--- src/rtl/fetch_unit.sv ---
// Instruction fetch stage: PC register, IF/ID pipeline register and IDLE/FETCH/HALT control.
// Define FETCH_BOUNDS_CHECK_EN to halt with a sticky fault on fetches at or beyond MEM_DEPTH.
module fetch_unit #(
  parameter logic [31:0] RESET_PC  = 32'd0,
  parameter int unsigned MEM_DEPTH = 50
) (
  input  logic        clock,
  input  logic        reset_n,
  output logic [31:0] pc_out,
  input  logic [31:0] imem_instruction,
  input  logic        redirect_valid,
  input  logic [31:0] redirect_target,
  input  logic        id_ready,
  output logic        id_valid,
  output logic [31:0] id_instruction,
  output logic [31:0] id_pc,
  output logic        fault
);

  typedef enum logic [1:0] {
    IDLE  = 2'd0,
    FETCH = 2'd1,
    HALT  = 2'd2
  } state_t;

  state_t      state_q, state_d;
  logic [31:0] pc_q, pc_d;
  logic        id_valid_q, id_valid_d;
  logic [31:0] id_instruction_q, id_instruction_d;
  logic [31:0] id_pc_q, id_pc_d;
  logic        fault_q, fault_d;
  logic        stalled;
  logic        out_of_range;

`ifdef FETCH_BOUNDS_CHECK_EN
  localparam logic [31:0] MEM_LIMIT = 32'(MEM_DEPTH);
  assign out_of_range = (pc_q >= MEM_LIMIT);
  assign fault        = fault_q;
`else
  logic unused_cfg;
  assign out_of_range = 1'b0;
  assign fault        = 1'b0;
  assign unused_cfg   = fault_q ^ (MEM_DEPTH == 0);
`endif

  assign stalled = id_valid_q && !id_ready;

  // Redirect outranks stall, stall outranks fetch; an out-of-range fetch halts instead of capturing.
  always_comb begin
    state_d          = state_q;
    pc_d             = pc_q;
    id_valid_d       = id_valid_q;
    id_instruction_d = id_instruction_q;
    id_pc_d          = id_pc_q;
    fault_d          = fault_q;
    case (state_q)
      IDLE: begin
        state_d    = FETCH;
        id_valid_d = 1'b0;
      end
      FETCH: begin
        if (redirect_valid) begin
          pc_d       = redirect_target;
          id_valid_d = 1'b0;
        end else if (!stalled) begin
          if (out_of_range) begin
            fault_d    = 1'b1;
            id_valid_d = 1'b0;
            state_d    = HALT;
          end else begin
            id_instruction_d = imem_instruction;
            id_pc_d          = pc_q;
            id_valid_d       = 1'b1;
            pc_d             = pc_q + 32'd1;
          end
        end
      end
      HALT: begin
        id_valid_d = 1'b0;
      end
      default: begin
        state_d    = IDLE;
        id_valid_d = 1'b0;
      end
    endcase
  end

  always_ff @(posedge clock) begin
    if (!reset_n) begin
      state_q          <= IDLE;
      pc_q             <= RESET_PC;
      id_valid_q       <= 1'b0;
      id_instruction_q <= 32'd0;
      id_pc_q          <= 32'd0;
      fault_q          <= 1'b0;
    end else begin
      state_q          <= state_d;
      pc_q             <= pc_d;
      id_valid_q       <= id_valid_d;
      id_instruction_q <= id_instruction_d;
      id_pc_q          <= id_pc_d;
      fault_q          <= fault_d;
    end
  end

  assign pc_out         = pc_q;
  assign id_valid       = id_valid_q;
  assign id_instruction = id_instruction_q;
  assign id_pc          = id_pc_q;

endmodule
--- config.mk ---
export PLATFORM = sky130hd
export DESIGN_NAME = fetch_unit
export DESIGN_NICKNAME = d
export VERILOG_FILES = /design/src/rtl/fetch_unit.sv
export SDC_FILE = /design/constraint.sdc
export NUM_CORES = 1
export LEC_CHECK = 0
export ABC_AREA = 1
export CORE_MARGIN = 2
export CORE_UTILIZATION = 49
export CTS_CLUSTER_DIAMETER = 40
export DETAILED_ROUTE_END_ITERATION = 10
export GPL_TIMING_DRIVEN = 0
export PLACE_DENSITY = 0.85
export SYNTH_ARGS = -nofsm -noshare
export SYNTH_HDL_FRONTEND = slang
export SYNTH_SLANG_ARGS = --single-unit
--- constraint.sdc ---
create_clock -name clock -period 3.3 [get_ports clock]
set_clock_uncertainty 0.1 [all_clocks]
set_input_delay 0.33 -clock clock [delete_from_list [all_inputs] [get_ports clock]]
set_output_delay 0.33 -clock clock [all_outputs]
set_load 0.1 [all_outputs]
# Yosys cells after proc, flatten, opt, wreduce, memory -nomap -nowiden
# Index checks and enable logic that the tools add are counted.
dict set report op_classes {
  n_addsub 1
  n_eq_ne 3
  mux 3
  bitwise 4
  reduce_logical 7
}
# operator count
set ops {}
lappend ops {{32-bit 2-to-1 mux} 2}
lappend ops {{32-bit by 1-bit adder with 32-bit output, second input constant} 1}
lappend ops {{1-bit inverter} 4}
lappend ops {{2-bit one-hot mux with 2 select lines} 1}
lappend ops {{3-bit AND reduction} 1}
lappend ops {{3-bit OR reduction} 1}
lappend ops {{2-bit by 1-bit equality test with 1-bit output, second input constant} 1}
lappend ops {{2-bit equality test, second input constant} 1}
lappend ops {{2-bit zero test} 1}
lappend ops {{2-bit != test, second input constant} 1}
lappend ops {{2-bit AND reduction} 1}
lappend ops {{2-bit OR reduction} 1}
lappend ops {{1-bit logical AND} 1}
lappend ops {{1-bit zero test} 1}
dict set report word_totals {
  ff_bits 99
  in_bits 68
  out_inout_bits 98
}

# Longest topological paths before layout
dict set report depth {
  ltp_word 4
  ltp_mapped 10
  mapped_depth_nobuf 10
}

# Worst setup path after synthesis
# No wires, ideal clock.
dict set report synth_path {
  path_kind {reg-to-reg}
  startpoint {register pc_q[1] (netlist: pc_out[1])}
  endpoint {register pc_q[22] (netlist: pc_out[22])}
  t_arrival_ps 2168
  t_required_ps 3065
  path_slack_ps 897
  stages_incl_launch_ff 11
  path_cell_list {dfxtp_1 -> ha_1 -> nand2_2 -> nor2_8 -> nand2_4 -> nor2_4 -> nand2_1 -> nand2_1 -> nand3_1 -> nand2_1 -> a21oi_2}
}
dict set report synth_between {
  elab_chain_len 3
}
# item line_no
set synth_rtl {}
lappend synth_rtl {{from (decl)} 27} ;# logic [31:0] pc_q, pc_d;
lappend synth_rtl {{from (signal assigned)} 98} ;# pc_q <= pc_d;
lappend synth_rtl {{32-bit by 1-bit adder with 32-bit output} 74} ;# pc_d = pc_q + 32'd1;
lappend synth_rtl {{32-bit 2-to-1 mux} 65} ;# end else if (!stalled) begin
lappend synth_rtl {{32-bit 2-to-1 mux} 62} ;# if (redirect_valid) begin
# No other way between the ends. The select of a mux whose other input is x is not followed.
# A chain may end at the register's enable or synchronous reset.

# Worst setup path in the final report
dict set report layout_path {
  startpoint {register pc_q[11] (netlist: pc_out[11])}
  endpoint {output port pc_out[11]}
}
# item line_no
set layout_rtl {}
lappend layout_rtl {{to (decl)} 9} ;# output logic [31:0] pc_out,
# No word-level cell between the ends.

==> results.sh <==
export IMPL_static_leakage_power_nw=2.54
export IMPL_cts_root_buf="clkbuf_8"
export IMPL_clock_sinks=98
export IMPL_final_antenna_net_count=0
export IMPL_cts_inserted_buffers=9
export IMPL_gr_total_overflow=0
export IMPL_postSynthAreaPerCell_um2=6.81
export IMPL_startpoint_type="flop"
export IMPL_path_depth=1
export IMPL_mostFrequentLayoutCell="clkdlybuf4s50_1"
export IMPL_net_count_after_synthesis=764
export IMPL_rsz0062_at_grt="false"
export IMPL_pd_cells_mw_per_mm2=470
export IMPL_maxCapViolations=0
export IMPL_clk_pin_slew_worst_paths_ns=0.10
export IMPL_drt_first_iter_violations=339
export IMPL_synth_edff_count=0
export IMPL_vias_per_cell=5.30
export IMPL_ys_warn_count=0
export IMPL_detailroute_via_count=5318
export IMPL_fillers=828
export IMPL_design_die_area_mm2=0.0105
export IMPL_highest_signal_layer="met4"
export IMPL_multi_input_comb_area_mm2=0.00241
export IMPL_synth_seq_cells=98
export IMPL_initial_core_utilization_pct=50.7
export IMPL_synth_main_ff_cell="dfxtp_1"
export IMPL_maxSlewViolCount=0
export IMPL_postCtsSetupRepairBufs=0
export IMPL_seq_area_frac_synth_pct=41.4
export IMPL_final_critical_path_time_including_i_o_delays_and_setup_ns=2.54
export IMPL_met2_wirelength_um=7780
export IMPL_numPlacedInstances=986
export IMPL_chipWidth_um=102
export IMPL_finalSetupViolCount=0
export IMPL_totalNegativeSetupSlack_ns=0
export IMPL_crit_fanout=6
export IMPL_hold_buffers=0
export IMPL_grt_start_max_net_pins=19
export IMPL_post_synth_instance_area_mm2=0.00473
export IMPL_timing_slew_headroom_pct=31.9
export IMPL_area_growth_syn_to_layout_pct=41.8
export IMPL_critical_path_cell_list="clkdlybuf4s50_1"
export IMPL_timing_hold_worst_class="in -> reg"
export IMPL_worstHoldPathCells=2
export IMPL_final_report_hold_violation_count=0
export IMPL_placement_setup_worst_slack_ns=1.16
export IMPL_critical_path_arrival_ns=2.11
export IMPL_m1WireLength_um=6500
export IMPL_wire_length_of_the_first_global_routing_pass_um=24500
export IMPL_syn_instance_count=695
export IMPL_setup_ws_ns=0.759
export IMPL_detailedRoute_firstPassIterationCount=5
export IMPL_vdd_ir_drop_worst_mv=0.289
export IMPL_clock_latency_on_the_worst_skew_pair_ns=0.37
export IMPL_drive_above_1_share_pct=8.71
export IMPL_number_of_buffers_between_clock_root_and_the_deepest_sink=2
export IMPL_ios=166
export IMPL_run_status="completed"
export IMPL_io_port_bufs=162
export IMPL_placement_rows=35
export IMPL_tritoncts_clock_tree="yes"
export IMPL_maximum_clock_frequency_mhz=393
export IMPL_die_h_um=102
export IMPL_synthArstFlopShare_pct=0
export IMPL_critical_path_start_end_classification="reg -> out"
export IMPL_post_layout_nonfiller_instances=1003
export IMPL_fin_nets=937
export IMPL_worst_setup_path_end_kind="primary output"
export IMPL_cts_max_level=3
export IMPL_grt_antenna_before_repair=1
export IMPL_worst_slew_pin_transition_ns=1.02
export IMPL_final_cell_mix="clkdlybuf4s50_1, nand2_1, nor2_1, dfxtp_1, o21ai_0"
export IMPL_logic_depth_of_the_worst_register_to_register_path=8
export IMPL_globalplace_congestion=0.939
export IMPL_routed_wirelength_um=16000
export IMPL_core_region_area_mm2=0.00933
export IMPL_post_route_drc_count=0
export IMPL_design_power_total_mw=3.15
export IMPL_critPathMaxStageDelay_ns=1.21
export IMPL_timing_critical_path_required_ns=2.87
export IMPL_yosys_cell_types_count=33
export IMPL_place_hpwl_um=12100
export IMPL_worst_path_buffer_plus_inverter_count=1
export IMPL_cts_resized=0
export IMPL_post_route_period_util_pct=77.0
export IMPL_ff_latch_area_mm2=0.00196
export IMPL_gr_usage_all_layers_pct=30.2
export IMPL_drt_wirelength_per_cell_um=15.9
export IMPL_timing_critical_path_slowest_stage_cell="clkdlybuf4s50_1"
export IMPL_cpLargestDelayFamily="buffers and inverters"
export IMPL_first_global_vias=5033
export IMPL_wl_met3_um=1350
-- worst register-to-register path: stages, from the launching register on --
cell	delay (ns)
dfxtp_1	0.49
ha_1	0.30
nand2_2	0.12
nor2_8	0.21
nand2_4	0.10
nor2_4	0.22
o21ai_0	0.16
o21ai_1	0.16
a21oi_1	0.07
-- metrics by stage --
step / hold slack [ns] / area (µm²) / util [%]
3_3_place_gp: 0.364 / 6520 / 69.9
5_1_grt: 0.174 / 6710 / 72.0
2_1_floorplan: 0.369 / 4730 / -
3_5_place_dp: 0.370 / 6520 / 69.9
6_report: 0.186 / 6710 / 72.0
4_1_cts: 0.173 / 6710 / 72.0
-- final timing paths --
check / from / end / slack, ns
max: pc_out[11]$_SDFFE_PN0P_ / pc_out[11] / 0.76
min: reset_n / state_q[0]$_SDFFE_PN0N_ / 0.19
max reg2reg: pc_out[1]$_SDFFE_PN0P_ / pc_out[14]$_SDFFE_PN0P_ / 1.26
min reg2reg: state_q[0]$_SDFFE_PN0N_ / id_valid$_SDFFE_PP0N_ / 0.39
-- logic make-up (layout without fill, tap and decap cells) --
logic type	Yosys count	in the layout	share of synthesized area [%]
xor gates and xnor gates	1	1	0.185
adders and majority gates	1	1	0.264
and+or+nand+nor	367	367	33.5
buffers and inverters	78	256	7.56
other	1	2	0.0792
DFF	98	98	41.4
AOI/OAI and AO/OA	149	149	16.9
-- routing by layer --
| layer | track usage [%] | up-vias |
|---|---|---|
| met3 | 6.50 | 29 |
| met2 | 56.3 | 250 |
| li1 | - | 2584 |
| met4 | 9.44 | 0 |
| met1 | 34.3 | 2455 |
| met5 | 0 | - |
-- layout make-up --
| cell class | count | area share (%) |
|---|---|---|
| Sequential cell | 98 | 29.2 |
| Antenna cell | 1 | 0.0373 |
| Clock inverter | 6 | 0.857 |
| Buffer | 38 | 3.09 |
| Inverter | 40 | 2.24 |
| Timing Repair Buffer | 162 | 24.2 |
| Tap cell | 129 | 2.40 |
| Clock buffer | 10 | 2.05 |
| Multi-Input combinational cell | 519 | 35.9 |
-- state kept, by name, summed over array words and instances, names as in the netlist --
signal	cells
pc_out	32
id_instruction	32
id_pc	32
id_valid	1
state_q	1
-- synthesized netlist by cell type (2+ instances only) --
library cell | instances | area, µm²
o211ai_1 | 2 | 15.0
nand2_1 | 153 | 574
nor2_2 | 6 | 37.5
nor2_4 | 6 | 67.6
o21ai_0 | 86 | 430
nor2_1 | 152 | 571
nand3_2 | 5 | 50.1
dfxtp_1 | 98 | 1960
inv_2 | 6 | 22.5
a31oi_1 | 2 | 12.5
nor2_8 | 2 | 40.0
nand4_1 | 3 | 18.8
a21oi_2 | 7 | 61.3
a21oi_1 | 46 | 230
inv_1 | 33 | 124
nand2_2 | 6 | 37.5
clkbuf_8 | 3 | 41.3
o31ai_1 | 3 | 22.5
clkbuf_1 | 19 | 71.3
nand2_4 | 3 | 33.8
nand3_1 | 29 | 145
buf_2 | 12 | 60.1
buf_4 | 3 | 22.5
-- power by group --
part           total (mW)  internal (mW)  switching [mW]  leakage, nW
logic                1.03          0.272           0.760         1.63
registers            1.32           1.26          0.0670        0.807
clock network       0.796          0.313           0.483        0.101
total                3.15           1.84            1.31         2.54
No activity file was read; power rests on OpenSTA's default activity.
